--- src/rtl/field_locator.sv ---
// Maps a mouse click to the 1-based (column,row) of the board field under it.
// The division by the field pitch is done by repeated subtraction, one step per cycle per axis.
module field_locator (
    input  logic        clk,
    input  logic        rst,
    input  logic [1:0]  level,
    input  logic [11:0] mouse_xpos,
    input  logic [11:0] mouse_ypos,
    input  logic        click,
    input  logic [10:0] board_xpos,
    input  logic [10:0] board_ypos,
    input  logic [6:0]  button_size,
    input  logic [4:0]  board_size,
    output logic [4:0]  field_ind_x,
    output logic [4:0]  field_ind_y,
    output logic        valid,
    output logic        out_of_board,
    output logic        busy
);

    typedef enum logic [1:0] {IDLE, CHECK, DIVIDE, DONE} state_t;

    state_t      state_q, state_d;
    logic        click_q;
    logic        armed_q;
    logic [11:0] mx_q, mx_d, my_q, my_d;
    logic [10:0] bx_q, bx_d, by_q, by_d;
    logic [6:0]  bsz_q, bsz_d;
    logic [4:0]  nsz_q, nsz_d;
    logic [11:0] rem_x_q, rem_x_d, rem_y_q, rem_y_d;
    logic [4:0]  q_x_q, q_x_d, q_y_q, q_y_d;
    logic [4:0]  ind_x_q, ind_x_d, ind_y_q, ind_y_d;
    logic        oob_q, oob_d;

    logic        click_edge;
    logic [11:0] dx, dy, extent, pitch;

    // armed_q blocks the first cycle after reset release, so a click held across release is not a request.
    assign click_edge = click & ~click_q & armed_q;

    assign dx     = mx_q - {1'b0, bx_q};
    assign dy     = my_q - {1'b0, by_q};
    assign extent = 12'(nsz_q) * 12'(bsz_q);
    assign pitch  = {5'd0, bsz_q};

    always_comb begin
        // NOTE: every variable gets a default first so no path leaves one unassigned and infers a latch.
        state_d = state_q;
        mx_d    = mx_q;
        my_d    = my_q;
        bx_d    = bx_q;
        by_d    = by_q;
        bsz_d   = bsz_q;
        nsz_d   = nsz_q;
        rem_x_d = rem_x_q;
        rem_y_d = rem_y_q;
        q_x_d   = q_x_q;
        q_y_d   = q_y_q;
        ind_x_d = ind_x_q;
        ind_y_d = ind_y_q;
        oob_d   = oob_q;

        case (state_q)
            IDLE: begin
                if (click_edge && level != 2'd0) begin
                    mx_d    = mouse_xpos;
                    my_d    = mouse_ypos;
                    bx_d    = board_xpos;
                    by_d    = board_ypos;
                    bsz_d   = button_size;
                    nsz_d   = board_size;
                    state_d = CHECK;
                end
            end
            CHECK: begin
                if (mx_q < {1'b0, bx_q} || my_q < {1'b0, by_q} ||
                    dx >= extent || dy >= extent || bsz_q == 7'd0) begin
                    oob_d   = 1'b1;
                    state_d = DONE;
                end else begin
                    rem_x_d = dx;
                    rem_y_d = dy;
                    q_x_d   = 5'd0;
                    q_y_d   = 5'd0;
                    state_d = DIVIDE;
                end
            end
            DIVIDE: begin
                if (rem_x_q < pitch && rem_y_q < pitch) begin
                    // Outputs change only on entry to DONE so they hold steady between valid pulses.
                    ind_x_d = q_x_q + 5'd1;
                    ind_y_d = q_y_q + 5'd1;
                    oob_d   = 1'b0;
                    state_d = DONE;
                end else begin
                    if (rem_x_q >= pitch) begin
                        rem_x_d = rem_x_q - pitch;
                        q_x_d   = q_x_q + 5'd1;
                    end
                    if (rem_y_q >= pitch) begin
                        rem_y_d = rem_y_q - pitch;
                        q_y_d   = q_y_q + 5'd1;
                    end
                end
            end
            DONE:    state_d = IDLE;
            default: state_d = IDLE;
        endcase
    end

    always_ff @(posedge clk or negedge rst) begin
        if (!rst) begin
            state_q <= IDLE;
            click_q <= 1'b0;
            armed_q <= 1'b0;
            mx_q    <= '0;
            my_q    <= '0;
            bx_q    <= '0;
            by_q    <= '0;
            bsz_q   <= '0;
            nsz_q   <= '0;
            rem_x_q <= '0;
            rem_y_q <= '0;
            q_x_q   <= '0;
            q_y_q   <= '0;
            ind_x_q <= '0;
            ind_y_q <= '0;
            oob_q   <= 1'b0;
        end else begin
            // NOTE: non-blocking assignments so every register samples pre-edge values regardless of order.
            state_q <= state_d;
            click_q <= click;
            armed_q <= 1'b1;
            mx_q    <= mx_d;
            my_q    <= my_d;
            bx_q    <= bx_d;
            by_q    <= by_d;
            bsz_q   <= bsz_d;
            nsz_q   <= nsz_d;
            rem_x_q <= rem_x_d;
            rem_y_q <= rem_y_d;
            q_x_q   <= q_x_d;
            q_y_q   <= q_y_d;
            ind_x_q <= ind_x_d;
            ind_y_q <= ind_y_d;
            oob_q   <= oob_d;
        end
    end

    assign valid        = (state_q == DONE);
    assign busy         = (state_q != IDLE);
    assign field_ind_x  = ind_x_q;
    assign field_ind_y  = ind_y_q;
    assign out_of_board = oob_q;

endmodule

--- config.mk ---
export PLATFORM = sky130hd
export DESIGN_NAME = field_locator
export DESIGN_NICKNAME = d
export VERILOG_FILES = /design/src/rtl/field_locator.sv
export SDC_FILE = /design/constraint.sdc
export NUM_CORES = 1
export LEC_CHECK = 0
export CORE_MARGIN = 3
export CORE_UTILIZATION = 45
export DETAILED_ROUTE_END_ITERATION = 10
export PLACE_DENSITY = 0.68
export RECOVER_POWER = 50
export SLEW_MARGIN = 40
export SYNTH_ARGS = -nofsm -noshare
export SYNTH_HDL_FRONTEND = slang
export SYNTH_SLANG_ARGS = --single-unit
--- constraint.sdc ---
create_clock -name clk -period 5.2 [get_ports clk]
set_input_delay 0.78 -clock clk [delete_from_list [all_inputs] [get_ports clk]]
set_output_delay 0.78 -clock clk [all_outputs]
set_load 0.01 [all_outputs]
==> impl_metrics.yaml <==
die:
  initial_core_util_pct: 46.3
  die_y_um: 140
  num_io_pins: 76
  core_area_mm2: 0.0174
  rows: 48
  die_w_um: 140
  dieArea_mm2: 0.0195
place:
  dp.cells: 1195
  place.gp.congestion: 0.891
  hpwl_mm: 15.1
  portBuffers: 75
  place_area_mm2: 0.00943
yosys:
  syn_inst: 867
  netlist.area_leader.share_pct: 33.2
  synthAdderAreaFrac_pct: 17.7
  synthesis.nets: 1031
  ys_seq_area_share_pct: 33.2
  synth_compound_area_share_pct: 15.8
  synth_top_family_by_area: "adder cells"
  synth-edff-count: 0
  synth_cell_type_count: 75
  synth_seq_cells: 107
  synth_xor_area_share_pct: 3.59
  yosysTopAreaCell: "dfrtp_1"
  yosys_warnings: 0
  syn_area_per_cell_um2: 9.29
  synthTopCellsByArea: "dfrtp_1 33%, ha_1 13%, mux2_2 4.9%"
  yosys.area_share.simple_pct: 17.3
  async_flop_share_pct: 100
  synth_area_mm2: 0.00806
  synth_ff_type: "dfrtp_1"
  muxShareOfSynthArea_pct: 7.27
cts:
  cts_made_buffers: 9
  clk_pin_slew_ns: 0.07
  clockRootBuffer: "clkbuf_16"
  htreeDepth: 3
  cts.sinks: 107
  cts_buffer_depth: 2
  cts_tree: "done"
  insertion_delay_ns: 0.36
  cts_hold_buffers: 0
route:
  drtIter0Drc: 459
  detail_route.wl_per_cell_um: 16.4
  routed_via_density: 5.53
  drc: 0
  vias: 6770
  drt.antenna.violating_nets: 0
  wl_mm: 20.1
  first_pass_iters: 5
timing:
  min_period_ns: 5.54
  tightest_slew_ns: 2.24
  fmax_ghz: 0.180
  finalClockSkew_ns: 0.00718
  maxSlewHeadroom_pct: -49.1
  finalHoldViolCount: 0
  timing.final.ws_setup_ns: -0.340
  final_max_slew_viol_count: 112
  rsz0062_at_grt: "yes"
  setup_viol: 36
  timing.final.crit_share_pct: 107
outcome:
  status: "finished with violations"
  violations: "capacitance limit, slew limit, setup timing"
final_layout:
  drive_gt1_share_pct: 20.2
  area_growth_pct: 28.3
  nNetsFinal: 1159
  fin_area_mm2: 0.0103
  post-route-util_pct: 59.4
  n_antenna_cell: 0
  final_cells: 1225
setup_path:
  critical_path_class: "register to register"
  cp-end-kind: "register"
  cp_max_fo: 7
  cp.arrival_ns: 5.81
  worstPathRequired_ns: 5.47
  startpoint_type: "register"
global_route:
  grt_pass1_wl_mm: 34.0
  busiest_layer: "met2"
  grt_max_degree: 87
  overflow: 0
  grt_use_met3_pct: 3.20
  antenna_found_initial: 0
  track_usage_pct: 21.2
  met1_usage_pct: 28.1
  grt_pass1_vias: 7036
  grt_util_met2_pct: 35.7
hold_path:
  hold_path_class: "register to register"
run:
  maxCapViolCount: 3
## registers in the layout, summed over array words and instances (netlist names)
signal	cells
rem_x_q	12
bx_q	11
q_x_q	5
click_q	1
bsz_q	7
out_of_board	1
my_q	12
rem_y_q	12
q_y_q	5
field_ind_x	5
nsz_q	5
state_q	2
by_q	11
mx_q	12
armed_q	1
field_ind_y	5
## critical path: stages, from the launching register on
cell	delay, ns
dfrtp_2	0.43
and2_4	0.17
fa_1	0.49
fa_1	0.53
inv_2	0.04
fa_1	0.55
inv_2	0.05
ha_4	0.23
o21ai_4	0.06
nand2b_1	0.11
xnor2_2	0.22
buf_4	0.15
ha_4	0.19
nor2b_4	0.12
o21ai_1	0.16
a21oi_1	0.09
a211o_1	0.27
maj3_2	0.39
or4_4	0.59
nand3_4	0.13
buf_8	0.17
a31oi_4	0.09
a211oi_2	0.23
## worst paths after layout
kind | from | end | slack, ns | depth (start not counted)
worst min-delay path | field_ind_y[1] | field_ind_y[1] | 0.48 | 2
max in group asynchronous | rst | mx_q[1] | 1.16 | 2
min in group asynchronous | rst | field_ind_x[3] | 1.07 | 1
worst min register to register | field_ind_y[1] | field_ind_y[1] | 0.48 | 2
worst max register to register | bsz_q[1] | rem_y_q[7] | -0.34 | 22
worst max-delay path | bsz_q[1] | rem_y_q[7] | -0.34 | 22
## layer usage
metal / wire (um) / vias to the layer above
li1: - / 3309
met1: 9110 / 3276
met2: 9660 / 151
met3: 838 / 34
met4: 507 / 0
met5: 0 / -
## Yosys cell counts, types with 6 or more instances
master / number
or3_1: 7
a211oi_1: 8
clkbuf_1: 16
o31ai_1: 9
a31oi_1: 9
nand4_1: 6
o21ai_1: 8
and2_1: 23
nor2b_1: 19
mux2i_1: 9
a21o_1: 8
nor3_1: 28
nor2_1: 41
o21a_1: 6
inv_1: 83
ha_1: 82
mux2_2: 35
nand2b_1: 15
nand2_1: 88
nand3_1: 17
o21ai_0: 61
dfrtp_1: 107
xnor2_1: 25
a21oi_1: 33
xor2_1: 8
fa_1: 19
## through the flow
step	worst slack, ns	hold WS (ns)	setup TNS, ns
final	-0.340	0.480	-9.31
after global routing	-0.562	0.520	-17.05
after CTS	-0.207	0.415	-5.02
after detailed placement	-0.303	0.465	-8.70
after global placement	-0.250	0.458	-6.59
after floorplan	-0.0763	0.462	-0.232
## repair_timing
item | in CTS | in global routing
gates resized for setup | 44 | 49
hold endpoints to repair | 0 | 0
gates cloned | 1 | 0
buffers inserted | 6 | 7
pin swaps | 39 | 33
setup endpoints to repair | 36 | 36
## cell usage in the layout, fill, tap and decap left out, types with 6 or more instances in the layout
cell               n
ha_4               8
fa_1              19
a21o_1             8
o21ai_1            8
mux2_2            35
nand4_1            6
mux2_4             8
buf_6             12
nand2b_1          15
a211oi_2           6
o21a_1             6
and2_1            18
nor2b_1           17
xor2_1             7
buf_4             45
ha_1              74
clkdlybuf4s50_1   73
nand2_1           84
clkbuf_16          9
nand3_1           16
xnor2_1           23
or3_1              7
a21oi_1           29
nor2_1            38
mux2i_1            9
o31ai_1            8
a31oi_1            7
nor3_1            24
dfrtp_1          105
o21ai_0           55
inv_1             79
## cell families (layout without fill, tap and decap cells)
kind of cell             after synthesis  count (layout)
AO/OA/AOI/OAI                        193             193
XOR/XNOR                              33              33
adder cells (fa/ha/maj)              103             103
buffers and inverters                105             237
flip-flops                           107             107
multiplexers                          52              52
other                                  1               1
AND/OR/NAND/NOR                      273             274
## layout make-up
type	instances	area, um2
fillers	1471	7080
well taps	225	282
inverters	84	315
clock inverters	6	65.1
clock buffers	10	229
flip-flops and latches	107	2680
repair buffers	137	1270
multi-input cells	656	5500
Power is not shown: default switching activity piles up to over one toggle a cycle in this logic, so the estimate is an artifact.
